===== src/rtl/pipeline_hazard_ctrl_if.sv =====
// Hazard-control bundle between the pipeline datapath (master) and the stall/flush
// sequencer (slave).
`timescale 1ns/1ps
interface pipeline_hazard_ctrl_if #(
   parameter int CNT_W = 16
);
   logic [4:0]       ifid_rs_i;
   logic [4:0]       ifid_rt_i;
   logic             idex_memrd_i;
   logic [4:0]       idex_rt_i;
   logic             branch_taken_i;
   logic             exmem_mem_i;
   logic             dmem_ready_i;
   logic             pc_write_o;
   logic             ifid_hazard_o;
   logic             ifid_flush_o;
   logic             idex_bubble_o;
   logic             freeze_o;
   logic             mem_err_o;
   logic [CNT_W-1:0] stall_cnt_o;
   logic [CNT_W-1:0] flush_cnt_o;

   modport master (
      output ifid_rs_i, ifid_rt_i, idex_memrd_i, idex_rt_i,
             branch_taken_i, exmem_mem_i, dmem_ready_i,
      input  pc_write_o, ifid_hazard_o, ifid_flush_o, idex_bubble_o,
             freeze_o, mem_err_o, stall_cnt_o, flush_cnt_o
   );

   modport slave (
      input  ifid_rs_i, ifid_rt_i, idex_memrd_i, idex_rt_i,
             branch_taken_i, exmem_mem_i, dmem_ready_i,
      output pc_write_o, ifid_hazard_o, ifid_flush_o, idex_bubble_o,
             freeze_o, mem_err_o, stall_cnt_o, flush_cnt_o
   );
endinterface


===== src/rtl/pipeline_hazard_ctrl.sv =====
// Stall/flush sequencer for the 5-stage pipeline: load-use stalls, taken-branch flushes,
// data-memory freeze with timeout, and saturating stall/flush event counters.
`timescale 1ns/1ps
module pipeline_hazard_ctrl #(
   parameter int CNT_W       = 16,
   parameter int MEM_TIMEOUT = 64
) (
   input  logic                  clk_i,
   input  logic                  rst_i,
   pipeline_hazard_ctrl_if.slave hz
);

   typedef enum logic {
      RUN      = 1'b0,
      MEM_WAIT = 1'b1
   } state_t;

   localparam int                WAIT_W    = $clog2(MEM_TIMEOUT + 1);
   localparam logic [WAIT_W-1:0] TIMEOUT_V = WAIT_W'(MEM_TIMEOUT);

   state_t            state_q, state_d;
   logic [WAIT_W-1:0] wait_q, wait_d;
   logic              mem_err_q, mem_err_d;
   logic [CNT_W-1:0]  stall_q, flush_q;

   logic load_use;
   logic mem_hold;
   logic pc_write;
   logic ifid_hazard;
   logic ifid_flush;
   logic idex_bubble;
   logic freeze;

   // r0 is hardwired, so a load targeting it never creates a dependency.
   assign load_use = hz.idex_memrd_i && (hz.idex_rt_i != 5'd0) &&
                     ((hz.idex_rt_i == hz.ifid_rs_i) || (hz.idex_rt_i == hz.ifid_rt_i));
   assign mem_hold = hz.exmem_mem_i && !hz.dmem_ready_i;

   // NOTE: every signal written here gets a default first, so no path leaves one
   // unassigned and no latch is inferred.
   always_comb begin
      state_d     = state_q;
      wait_d      = wait_q;
      mem_err_d   = mem_err_q;
      pc_write    = 1'b1;
      ifid_hazard = 1'b0;
      ifid_flush  = 1'b0;
      idex_bubble = 1'b0;
      freeze      = 1'b0;

      case (state_q)
         RUN:      if (mem_hold) state_d = MEM_WAIT;
         MEM_WAIT: if (!mem_hold) state_d = RUN;
         default:  state_d = RUN;
      endcase

      // Memory hold outranks load-use; a branch seen during a load-use stall
      // re-resolves next cycle, so it is simply dropped here.
      if (mem_hold) begin
         pc_write    = 1'b0;
         ifid_hazard = 1'b1;
         freeze      = 1'b1;
      end else if (load_use) begin
         pc_write    = 1'b0;
         ifid_hazard = 1'b1;
         idex_bubble = 1'b1;
      end else if (hz.branch_taken_i) begin
         ifid_flush  = 1'b1;
      end

      // Every frozen cycle counts toward the timeout; the freeze itself is never broken.
      if (state_d == RUN) begin
         wait_d = '0;
      end else if (wait_q != TIMEOUT_V) begin
         wait_d = wait_q + 1'b1;
      end
      if (wait_d == TIMEOUT_V) mem_err_d = 1'b1;
   end

   // NOTE: sequential state uses non-blocking assignments so every register samples
   // the pre-edge values regardless of process ordering.
   always_ff @(posedge clk_i or negedge rst_i) begin
      if (!rst_i) begin
         state_q   <= RUN;
         wait_q    <= '0;
         mem_err_q <= 1'b0;
         stall_q   <= '0;
         flush_q   <= '0;
      end else begin
         state_q   <= state_d;
         wait_q    <= wait_d;
         mem_err_q <= mem_err_d;
         if (!pc_write && (stall_q != '1)) stall_q <= stall_q + 1'b1;
         if (ifid_flush && (flush_q != '1)) flush_q <= flush_q + 1'b1;
      end
   end

   assign hz.pc_write_o    = pc_write;
   assign hz.ifid_hazard_o = ifid_hazard;
   assign hz.ifid_flush_o  = ifid_flush;
   assign hz.idex_bubble_o = idex_bubble;
   assign hz.freeze_o      = freeze;
   assign hz.mem_err_o     = mem_err_q;
   assign hz.stall_cnt_o   = stall_q;
   assign hz.flush_cnt_o   = flush_q;

endmodule

===== src/flat_wrapper.sv =====
// flat-port wrapper written by rule: the top's interface ports become plain ports
module pipeline_hazard_ctrl_flat 
#(
   parameter int CNT_W       = 16,
   parameter int MEM_TIMEOUT = 64
)
  (clk_i, rst_i, hz_ifid_rs_i, hz_ifid_rt_i, hz_idex_memrd_i, hz_idex_rt_i, hz_branch_taken_i, hz_exmem_mem_i, hz_dmem_ready_i, hz_pc_write_o, hz_ifid_hazard_o, hz_ifid_flush_o, hz_idex_bubble_o, hz_freeze_o, hz_mem_err_o, hz_stall_cnt_o, hz_flush_cnt_o);
  pipeline_hazard_ctrl_if #(.CNT_W(CNT_W)) hz_i ();
  input  logic clk_i;
  input  logic rst_i;
  input wire logic [$bits(hz_i.ifid_rs_i)-1:0] hz_ifid_rs_i;
  input wire logic [$bits(hz_i.ifid_rt_i)-1:0] hz_ifid_rt_i;
  input wire logic [$bits(hz_i.idex_memrd_i)-1:0] hz_idex_memrd_i;
  input wire logic [$bits(hz_i.idex_rt_i)-1:0] hz_idex_rt_i;
  input wire logic [$bits(hz_i.branch_taken_i)-1:0] hz_branch_taken_i;
  input wire logic [$bits(hz_i.exmem_mem_i)-1:0] hz_exmem_mem_i;
  input wire logic [$bits(hz_i.dmem_ready_i)-1:0] hz_dmem_ready_i;
  output wire logic [$bits(hz_i.pc_write_o)-1:0] hz_pc_write_o;
  output wire logic [$bits(hz_i.ifid_hazard_o)-1:0] hz_ifid_hazard_o;
  output wire logic [$bits(hz_i.ifid_flush_o)-1:0] hz_ifid_flush_o;
  output wire logic [$bits(hz_i.idex_bubble_o)-1:0] hz_idex_bubble_o;
  output wire logic [$bits(hz_i.freeze_o)-1:0] hz_freeze_o;
  output wire logic [$bits(hz_i.mem_err_o)-1:0] hz_mem_err_o;
  output wire logic [$bits(hz_i.stall_cnt_o)-1:0] hz_stall_cnt_o;
  output wire logic [$bits(hz_i.flush_cnt_o)-1:0] hz_flush_cnt_o;
  assign hz_i.ifid_rs_i = hz_ifid_rs_i;
  assign hz_i.ifid_rt_i = hz_ifid_rt_i;
  assign hz_i.idex_memrd_i = hz_idex_memrd_i;
  assign hz_i.idex_rt_i = hz_idex_rt_i;
  assign hz_i.branch_taken_i = hz_branch_taken_i;
  assign hz_i.exmem_mem_i = hz_exmem_mem_i;
  assign hz_i.dmem_ready_i = hz_dmem_ready_i;
  assign hz_pc_write_o = hz_i.pc_write_o;
  assign hz_ifid_hazard_o = hz_i.ifid_hazard_o;
  assign hz_ifid_flush_o = hz_i.ifid_flush_o;
  assign hz_idex_bubble_o = hz_i.idex_bubble_o;
  assign hz_freeze_o = hz_i.freeze_o;
  assign hz_mem_err_o = hz_i.mem_err_o;
  assign hz_stall_cnt_o = hz_i.stall_cnt_o;
  assign hz_flush_cnt_o = hz_i.flush_cnt_o;
  pipeline_hazard_ctrl #(.CNT_W(CNT_W), .MEM_TIMEOUT(MEM_TIMEOUT)) u_core (.clk_i(clk_i), .rst_i(rst_i), .hz(hz_i));
endmodule

===== config.mk =====
export PLATFORM = sky130hd
export DESIGN_NAME = pipeline_hazard_ctrl_flat
export DESIGN_NICKNAME = d
export VERILOG_FILES = /design/src/rtl/pipeline_hazard_ctrl_if.sv /design/src/rtl/pipeline_hazard_ctrl.sv /design/src/flat_wrapper.sv
export SDC_FILE = /design/constraint.sdc
export NUM_CORES = 1
export LEC_CHECK = 0
export ABC_AREA = 1
export CELL_PAD_IN_SITES_DETAIL_PLACEMENT = 0
export CELL_PAD_IN_SITES_GLOBAL_PLACEMENT = 1
export CORE_UTILIZATION = 34
export CTS_BUF_LIST = sky130_fd_sc_hd__clkbuf_8
export DETAILED_ROUTE_END_ITERATION = 8
export PLACE_DENSITY_LB_ADDON = 0.05
export REMOVE_ABC_BUFFERS = 1
export SYNTH_ARGS = -nofsm -noshare
export SYNTH_HDL_FRONTEND = slang
export SYNTH_SLANG_ARGS = --single-unit

===== constraint.sdc =====
create_clock -name clk_i -period 1.6 [get_ports clk_i]
set_clock_uncertainty 0.05 [all_clocks]
set_input_delay 0.32 -clock clk_i [delete_from_list [all_inputs] [get_ports clk_i]]
set_output_delay 0.32 -clock clk_i [all_outputs]
set_load 0.03 [all_outputs]

==> metrics list <==
* Estimated wirelength of the detail-placed design: 5067 um
* Mean number of vias per cell: between 4 and 5
- Vias post-DR: 2771
* Overall routed net length: 7559 um
* First-pass GRT wire length: 12550 um
- Violation count after the first detailed-routing iteration: ~130
* Clock latency on the worst-skew pair: around 0.3 ns
* Library cell with the highest instance count after synthesis: sky130_fd_sc_hd__nand2_1
- Clock-pin slew was measured on the worst setup and hold paths at 0.09 ns.
- CTS built an H-tree with a depth of 2.
- Hold/Removal Path Class: flop to flop
* Transition time of the tightest slew-check pin: between 0.4 and 0.5 ns
- The design draws about 0.0030 W.
- For this run, design rule violations remaining after detail routing come to 0.
- At the worst endpoint, the required time is between 1.5 and 2 ns.
- Area contributors post-synth: sky130_fd_sc_hd__dfrtp_1, sky130_fd_sc_hd__nand2_1, sky130_fd_sc_hd__nand3_1
* Number of antenna repair diodes: 0
* Critical path class: flop to flop
- Clock tree synthesis selected as its root buffer the cell sky130_fd_sc_hd__clkbuf_8.
* Remaining number of nets flagged by the antenna check after routing: 0
- Worst voltage drop across the vdd grid: around 0.53 mV
* Total of buffers placed on input and output ports: slightly below 60
* Area occupied by registers: between 1000 and 1500 um2
- The flow ran to the end, but the final reports show violations.
- OpenSTA, run right after detailed placement, puts the worst setup slack at -0.5208 ns.
- First-pass detailed-route iteration total: 4
- Number of cell rows: 31
- Share of async-settable or async-resettable flops after synthesis: 1.000
* Unrepaired setup endpoints after global routing: true
- Arrival time of the worst setup path: 1.75 ns
- The filler cells instantiated in the layout total just over 700.
- The floorplan step set the die height to roughly 90 um.
* Design area: just over 4000 um2
* Tightest slew margin relative to the limit: 0.6856
* Fraction of layout instances using a drive strength above 1: 0.3333
- Compared with the post-synthesis result, the final layout area differs by 56.34%.
* CP max FO: 8
* Most area-hungry cell type in the Yosys netlist: sky130_fd_sc_hd__dfrtp_1
- Share of the synthesized area in the top cell type: 0.3772
* Kind of launch point of the worst setup path: flop
- Subtracting the final worst setup slack from the clock period gives ~1.6 ns.
- Summed over all failing endpoints, the final setup total negative slack is -0.003685 ns.
* Width of the die: around 90 um
- Cell area after synthesis: around 2700 um2
* Floorplan Core Area: about 7400 um2
- Sink Count: 40
- The number of pins with negative max-slew slack in the final report is 0.
- Antenna violations before repair: 0
- Effective utilization at floorplan: 0.3582
- STA classifies the critical path endpoint as a flop.
- Across every metal layer, demand over resource in global routing totals 0.1885.
- Of the available clock period, the critical path in the final layout requires 1.002.
- The checks that failed: negative setup slack.
* Register bit count reported by yosys: 40
* Post-route worst hold slack: between 0.4 and 0.5 ns
- Count of flip-flops with a built-in enable after synthesis: 0
- Library cells used by synthesis: 30
* Multi-input logic area: roughly 1700 um2
- A synthesized cell averages between 7 and 8 um2.
- Most instantiated flip-flop cell in the synthesis netlist: sky130_fd_sc_hd__dfrtp_1
- TritonCTS clock tree: built
- By count the netlist is led by sky130_fd_sc_hd__nand2_1, sky130_fd_sc_hd__inv_1, sky130_fd_sc_hd__dfrtp_1.
- Max cap viols: 0
- Maximum buffer depth of the clock tree: 2
- Hold Violations, Final: 0
* Total of warnings raised by yosys: 0
- Average wire length per cell after detail routing: about 13 um
- Endpoints failing setup: 1
- Global route overflow: 0
- Pin placement for this block handled between 50 and 60 I/O pins.
* Leakage: 2.185 nW
- Routability-driven placement finished with a final weighted congestion of 0.8253.
* Power density normalized to cell area: 725.4 nW/um2
* Placed Area: ~3700 um2
* Via count of the first global-routing pass: between 2k and 3k
* Highest attainable clock frequency: 0.6236 GHz
* Number of CTS-inserted buffers: 5
- Post-Synthesis Cells: roughly 370
- Entering global routing, the biggest net connects 41 pins.
- At the end of the flow, the number of nets in the layout was 510.
- Share of the yosys chip area belonging to registers: 0.3772
* Area of the die: 8162 um2
- Final setup margin: -0.003685 ns
[registers in the layout, summed over array words and instances (netlist names)]
register / count
u_core.hz.mem_err_o: 1
u_core.wait_q: 7
u_core.hz.stall_cnt_o: 16
u_core.hz.flush_cnt_o: 16
[routing by layer]
layer	GRT usage	routed length [um]
met4	0.05376	63
met5	0	0
met1	0.2602	3567
met3	0.03535	320
met2	0.3003	3607
[through the flow]
stage / util / cells
5_1_grt: 0.5600 / 585
2_1_floorplan: - / 359
4_1_cts: 0.5131 / 578
3_5_place_dp: 0.4954 / 566
6_report: 0.5600 / 585
3_3_place_gp: 0.4954 / 566
[where the power goes]
part           switching (W)  internal (W)  total, W  leakage, nW
Combinational       0.000613      0.000445   0.00106         1.60
Sequential          0.000116       0.00110   0.00122        0.541
Clock               0.000387      0.000345  0.000732       0.0486
[repair_timing]
| item | CTS | global route |
|---|---|---|
| gates resized for setup | 126 | 75 |
| buffers inserted | 3 | 5 |
| gates cloned | 0 | 3 |
| hold buffers | 1 | 0 |
| pin swaps | 28 | 50 |
| setup endpoints to repair | 69 | 43 |
| hold endpoints to repair | 40 | 0 |
[cells by family after synthesis]
logic type | share of synthesized area
AND/OR/NAND/NOR | 0.4022
flip-flops | 0.3772
buffers and inverters | 0.09335
AO/OA/AOI/OAI | 0.01273
XOR/XNOR | 0.09571
adder cells (fa/ha/maj) | 0.01886
[critical path, cell delays in order (launching register included)]
cell and delay [ns]:
sky130_fd_sc_hd__dfrtp_1 0.41, sky130_fd_sc_hd__ha_4 0.17, sky130_fd_sc_hd__nand3_4 0.09, sky130_fd_sc_hd__nor2_4 0.13
sky130_fd_sc_hd__inv_2 0.05, sky130_fd_sc_hd__nor2_4 0.09, sky130_fd_sc_hd__nand4_4 0.15, sky130_fd_sc_hd__buf_6 0.19
sky130_fd_sc_hd__nand4_1 0.10, sky130_fd_sc_hd__nand2_1 0.06
[cells in the final DEF (no fill, tap or decap), types with 8 or more instances in the layout]
master,netlist,final
sky130_fd_sc_hd__nand2_1,125,115
sky130_fd_sc_hd__inv_2,7,8
sky130_fd_sc_hd__buf_6,2,14
sky130_fd_sc_hd__nand3_2,1,17
sky130_fd_sc_hd__buf_4,1,53
sky130_fd_sc_hd__xor2_1,19,19
sky130_fd_sc_hd__xnor2_1,10,8
sky130_fd_sc_hd__dfrtp_1,40,40
sky130_fd_sc_hd__nor2_1,25,16
sky130_fd_sc_hd__dlygate4sd2_1,0,31
sky130_fd_sc_hd__inv_1,43,40
sky130_fd_sc_hd__nand4_1,21,21
sky130_fd_sc_hd__nand3_1,34,17
[worst paths after layout]
| kind | startpoint | to | slack, ns | cells after the start |
|---|---|---|---|---|
| worst min-delay path | u_core.hz.mem_err_o | u_core.hz.mem_err_o | 0.41 | 2 |
| worst max-delay path | u_core.hz.flush_cnt_o[1] | u_core.hz.flush_cnt_o[3] | -0.004 | 9 |
| max in group asynchronous | rst_i | u_core.hz.stall_cnt_o[13] | 0.82 | 3 |
| worst max register to register | u_core.hz.flush_cnt_o[1] | u_core.hz.flush_cnt_o[3] | -0.004 | 9 |
| min in group asynchronous | rst_i | u_core.hz.flush_cnt_o[6] | 0.46 | 3 |
| worst min register to register | u_core.hz.mem_err_o | u_core.hz.mem_err_o | 0.41 | 2 |
[layout make-up]
cell class	count	share of cell area
clock buffers	6	0.01990
clock inverters	2	0.002714
inverters	51	0.04855
repair buffers	117	0.2488
flip-flops and latches	40	0.2413
multi-input cells	270	0.4089
well taps	99	0.02986
No activity file was read; power rests on OpenSTA's default activity.
